<file path="src/rtl/dcf77_frame_decoder.sv">
// DCF77 minute-frame decoder: measures carrier-drop pulse widths in 10 ms ticks,
// locks onto the minute marker and assembles the 59 time bits of each minute.
module dcf77_frame_decoder #(
    parameter int TICK_DIV = 500000,
    parameter int ZERO_MIN = 5,
    parameter int ONE_MIN  = 15,
    parameter int ONE_MAX  = 25,
    parameter int MARK_MIN = 150,
    parameter int LOSS_MAX = 250
) (
    input  logic        clk_in,
    input  logic        rst_n_in,
    input  logic        dcf_in,
    output logic [58:0] frame_data_out,
    output logic        frame_valid_out,
    output logic        bit_valid_out,
    output logic        bit_value_out,
    output logic [5:0]  bit_index_out,
    output logic        sync_out,
    output logic        error_out
);

    localparam int              PW          = (TICK_DIV > 1) ? $clog2(TICK_DIV) : 1;
    localparam logic [PW-1:0]   PRESC_LAST  = PW'(TICK_DIV - 1);
    localparam logic [7:0]      ZERO_MIN_C  = 8'(ZERO_MIN);
    localparam logic [7:0]      ONE_MIN_C   = 8'(ONE_MIN);
    localparam logic [7:0]      ONE_MAX_C   = 8'(ONE_MAX);
    localparam logic [7:0]      MARK_MIN_C  = 8'(MARK_MIN);
    localparam logic [7:0]      LOSS_MAX_C  = 8'(LOSS_MAX);
    localparam logic [5:0]      LAST_IDX    = 6'd58;

    typedef enum logic [1:0] {
        WAIT_SYNC = 2'd0,
        PULSE     = 2'd1,
        GAP       = 2'd2
    } state_t;

    logic          sync0_r;
    logic          sync1_r;
    logic          prev_r;
    logic [PW-1:0] presc_r;
    logic [7:0]    width_r;
    state_t        state_r;
    logic [5:0]    idx_r;
    logic [58:0]   shadow_r;

    logic          rise_s;
    logic          fall_s;
    logic          edge_s;
    logic          tick_s;
    logic [7:0]    width_eff_s;
    logic          is_zero_s;
    logic          is_one_s;
    logic          is_mark_s;
    logic          too_long_s;
    logic          loss_s;

    // Two-flop synchronizer plus the delay flop used for edge detection.
    always_ff @(posedge clk_in or negedge rst_n_in) begin
        if (!rst_n_in) begin
            sync0_r <= 1'b0;
            sync1_r <= 1'b0;
            prev_r  <= 1'b0;
        end else begin
            sync0_r <= dcf_in;
            sync1_r <= sync0_r;
            prev_r  <= sync1_r;
        end
    end

    // Edge, tick and width classification; width_eff_s includes a tick landing this cycle.
    always_comb begin
        rise_s = sync1_r & ~prev_r;
        fall_s = ~sync1_r & prev_r;
        edge_s = rise_s | fall_s;
        tick_s = (presc_r == PRESC_LAST);
        if (tick_s && (width_r != 8'hFF)) begin
            width_eff_s = width_r + 8'd1;
        end else begin
            width_eff_s = width_r;
        end
        is_zero_s  = (width_eff_s >= ZERO_MIN_C) && (width_eff_s < ONE_MIN_C);
        is_one_s   = (width_eff_s >= ONE_MIN_C) && (width_eff_s <= ONE_MAX_C);
        is_mark_s  = (width_eff_s >= MARK_MIN_C);
        too_long_s = (width_eff_s > ONE_MAX_C);
        loss_s     = (width_eff_s >= LOSS_MAX_C);
    end

    // Tick prescaler and saturating width counter, both restarted on every edge.
    always_ff @(posedge clk_in or negedge rst_n_in) begin
        if (!rst_n_in) begin
            presc_r <= '0;
            width_r <= 8'd0;
        end else begin
            if (edge_s || tick_s) begin
                presc_r <= '0;
            end else begin
                presc_r <= presc_r + PW'(1);
            end
            if (edge_s) begin
                width_r <= 8'd0;
            end else begin
                width_r <= width_eff_s;
            end
        end
    end

    // Frame FSM with all outputs registered; strobes default low every cycle.
    always_ff @(posedge clk_in or negedge rst_n_in) begin
        if (!rst_n_in) begin
            state_r         <= WAIT_SYNC;
            idx_r           <= 6'd0;
            shadow_r        <= 59'd0;
            frame_data_out  <= 59'd0;
            frame_valid_out <= 1'b0;
            bit_valid_out   <= 1'b0;
            bit_value_out   <= 1'b0;
            bit_index_out   <= 6'd0;
            sync_out        <= 1'b0;
            error_out       <= 1'b0;
        end else begin
            frame_valid_out <= 1'b0;
            bit_valid_out   <= 1'b0;
            error_out       <= 1'b0;
            case (state_r)
                WAIT_SYNC: begin
                    sync_out <= 1'b0;
                    if (rise_s && is_mark_s) begin
                        idx_r    <= 6'd0;
                        sync_out <= 1'b1;
                        state_r  <= PULSE;
                    end
                end
                PULSE: begin
                    if (fall_s) begin
                        if (is_zero_s || is_one_s) begin
                            bit_valid_out    <= 1'b1;
                            bit_value_out    <= is_one_s;
                            bit_index_out    <= idx_r;
                            shadow_r[idx_r]  <= is_one_s;
                            state_r          <= GAP;
                        end else begin
                            error_out <= 1'b1;
                            sync_out  <= 1'b0;
                            state_r   <= WAIT_SYNC;
                        end
                    end else if (too_long_s) begin
                        error_out <= 1'b1;
                        sync_out  <= 1'b0;
                        state_r   <= WAIT_SYNC;
                    end
                end
                GAP: begin
                    if (rise_s) begin
                        if (is_mark_s) begin
                            // A marker always restarts the minute; only a full one publishes.
                            if (idx_r == LAST_IDX) begin
                                frame_data_out  <= shadow_r;
                                frame_valid_out <= 1'b1;
                            end else begin
                                error_out <= 1'b1;
                            end
                            idx_r   <= 6'd0;
                            state_r <= PULSE;
                        end else if (idx_r == LAST_IDX) begin
                            error_out <= 1'b1;
                            sync_out  <= 1'b0;
                            state_r   <= WAIT_SYNC;
                        end else begin
                            idx_r   <= idx_r + 6'd1;
                            state_r <= PULSE;
                        end
                    end else if (loss_s) begin
                        error_out <= 1'b1;
                        sync_out  <= 1'b0;
                        state_r   <= WAIT_SYNC;
                    end
                end
                default: begin
                    sync_out <= 1'b0;
                    state_r  <= WAIT_SYNC;
                end
            endcase
        end
    end

endmodule

</file>
<file path="config.mk">
export PLATFORM = sky130hd
export DESIGN_NAME = dcf77_frame_decoder
export DESIGN_NICKNAME = d
export VERILOG_FILES = /design/src/rtl/dcf77_frame_decoder.sv
export SDC_FILE = /design/constraint.sdc
export NUM_CORES = 1
export LEC_CHECK = 0
export CORE_AREA = 8 8 138 140
export CTS_CLUSTER_SIZE = 10
export DETAILED_ROUTE_END_ITERATION = 10
export DIE_AREA = 0 0 146 148
export PLACE_DENSITY = 0.66
export SKIP_LAST_GASP = 1
export SLEW_MARGIN = 10
export SYNTH_ARGS = -nofsm -noshare
export SYNTH_HDL_FRONTEND = slang
export SYNTH_SLANG_ARGS = --single-unit
</file>
<file path="constraint.sdc">
create_clock -name clk_in -period 3.75 [get_ports clk_in]
set_input_delay 0.75 -clock clk_in [delete_from_list [all_inputs] [get_ports clk_in]]
set_output_delay 0.75 -clock clk_in [all_outputs]
set_load 0.03 [all_outputs]
</file>
==> results.md <==
- Synth top area share: 56.0%
- Root Buffer: clkbuf_16
- CP delay by family, top: simple AND/OR/NAND/NOR gates
- Global-route wire length before repair: 28500 um
- Area Growth Syn to Fin: 21.6%
- DRT Wirelength: 16700 um
- Worst path cell trace: ha_2 -> and4_2 -> nand3_2 -> or4_4 -> xor2_1 -> a21o_1 -> a21o_4 -> ha_1 -> mux2i_1 -> nand2_2 -> or3_1 -> o21ai_0 -> nand3_1 -> o21ai_0
- Worst hold path type: reg -> reg
- Placed insts: 914
- Number of synthesis warnings: 0
- CTS HTree Levels: 4
- Final setup violation count: 0
- Reg2Reg Depth: 14
- Gr ovfl total: 0
- Vias per inst: 5.53
- Area of the mapped netlist: 0.00746 mm2
- # rows: 48
- Cell Pwr Density: 417 mW/mm2
- WP buf/inv: 0
- Starting density of the core: 44.0%
- Critical path type: reg -> reg
- Avg WL per Cell: 17.6 um
- First-pass DRT Iterations: 5
- Crit path time final: 3550 ps
- Core Area: 0.0169 mm2
- Slowest stage cell, crit path: or4_4
- Slew Viols, Final: 0
- Synth Register Bits: 167
- Post-Syn Instances: 649
- Avg Cell Area, Syn: 11.5 um2
- Top cells by area, synth: dfrtp_1, mux2_2, o31ai_1, o21ai_0, ha_1
- Post-route ant nets: 0
- Worst setup SP type: flop
- Synth async-reset ratio: 100%
- CTS tree: done
- Status: complete, no violations
- Max-cap viol count: 0
- Final Hold Viols: 0
- Peak supply drop: 0.000306 V
- Worst slack, placed: 118 ps
- Top FF cell, synth: dfrtp_1
- Hold-fix buffers, CTS: 0
- DRC errors left: 0
- Placement Cell Area: 0.00838 mm2
- N_diodes: 0
- Hold Path Depth: 0
- Final Power: 0.00379 W
- Largest net degree at the start of global routing: 94
- Worst skew pair latency: 430 ps
- Leak: 3.99 nW
- Vias in the first global route: 5389
- Worst Path Arrival: 3890 ps
- Setup TNS: 0 ps
- Fmax: 282 MHz
- Cts bufs inserted: 17
- WP depth: 14
- Critical path endpoint category: flop
- # clock sinks: 167
- Top cells by count, synth: dfrtp_1, o21ai_0, mux2_2
- Slew headroom: 42.6%
- RSZ-0062 raised after global routing: no
- Final period utilization: 94.5%
- Count leader, synth: dfrtp_1
- Initial antenna violation count: 0
- Port Buffers: 72
- Vias post-DR: 5239
- Req. time, crit path: 4090 ps
- IO Pins: 73
- Routability congestion estimate: 0.859
- Syn_nets: 664
- Slowest cell delay on critical path: 580 ps
- Design area: 0.00907 mm2
- Die span in y: 148 um
- Die W: 146 um
- Sequential area share after synthesis: 56.0%
- Synth unique cells: 59
- Synth area leader: dfrtp_1
- Post-synth EDFFs: 0
- Die area: 0.0216 mm2
- CP dominant cell by count: o21ai_0
- Worst Tran Pin Value: 861 ps
- Layout Nets: 724
- CTS max path bufs: 2
- Initial DRC count: 396
- Non-Filler Instances: 947
- Critical path fanouts, max: 7
- Hpwl dp: 11100 um
- Layout cells sized above 1: 18.3%
- Clock skew: 10.9 ps
- Fin worst setup slack: 204 ps
- Clk slew on worst S/H paths: 60 ps
- Global Route Usage Sum: 16.3%
## routing by layer
| layer | global-route usage (%) | up-vias | part of all wire, % |
|---|---|---|---|
| li1 | - | 2498 | - |
| met4 | 4.95 | 0 | 1.1 |
| met1 | 20.4 | 2601 | 44 |
| met5 | 0 | - | 0 |
| met2 | 27.2 | 125 | 50 |
| met3 | 4.28 | 15 | 4.5 |
## area by class of cell
class,instances,area [um2]
repair buffers,85,845
inverters,12,45.0
multi-input cells,426,3070
fillers,1479,7870
clock inverters,14,209
clock buffers,18,439
well taps,225,282
flip-flops and latches,167,4180
## worst paths after layout
path                                 start                 end  slack, ps
worst max-delay path            presc_r[0]            idx_r[5]        200
worst max register to register  presc_r[0]            idx_r[5]        200
worst min register to register     sync0_r             sync1_r        360
min in group asynchronous         rst_n_in  frame_data_out[10]        400
max in group asynchronous         rst_n_in  frame_data_out[36]       2470
worst min-delay path               sync0_r             sync1_r        360
## placed cells by master (no fill, tap or decap), types with 7 or more instances in the layout
cell type | Yosys | routed
clkdlybuf4s50_1 | 0 | 71
o31ai_1 | 61 | 61
nor2b_1 | 9 | 9
and3_1 | 12 | 12
clkbuf_16 | 0 | 17
o211ai_1 | 7 | 7
nand2_1 | 32 | 31
nor2_1 | 35 | 35
mux2_2 | 68 | 68
ha_1 | 12 | 11
buf_4 | 0 | 11
inv_1 | 11 | 11
a21oi_1 | 11 | 11
nand3_1 | 15 | 15
dfrtp_1 | 167 | 167
nand4_1 | 7 | 7
o21ai_0 | 70 | 70
xor2_1 | 13 | 13
## power by group
group          internal, W  switching, W
Clock              0.00115      0.000753
Sequential         0.00181    0.00000586
Combinational    0.0000159     0.0000505
## through the flow
step | util, % | hold slack, ps
2_1_floorplan | - | 331
3_3_place_gp | 49.5 | 339
3_5_place_dp | 49.5 | 348
4_1_cts | 53.3 | 363
5_1_grt | 53.5 | 372
6_report | 53.5 | 355
## kinds of logic (layout without fill, tap and decap cells)
kind of cell	after synthesis	in the layout	share of synthesized area [%]
DFF	167	167	56.0
xor gates and xnor gates	19	19	2.23
buffers and inverters	56	129	3.17
and+or+nand+nor	148	148	10.7
AOI/OAI and AO/OA	177	177	15.3
adders and majority gates	12	12	2.01
muxes	70	70	10.6
## state kept, by name (all words and copies together), names as in the netlist
name	count
bit_index_out	6
bit_valid_out	1
bit_value_out	1
error_out	1
frame_data_out	59
frame_valid_out	1
idx_r	6
presc_r	19
prev_r	1
shadow_r	59
state_r	2
sync0_r	1
sync1_r	1
sync_out	1
width_r	8
## timing repair
action                                  4_1_cts  5_1_grt
setup buffers                                 0        1
resized for setup                             0        6
endpoints found under the setup margin        0      110
(Power assumes the default switching activity.)
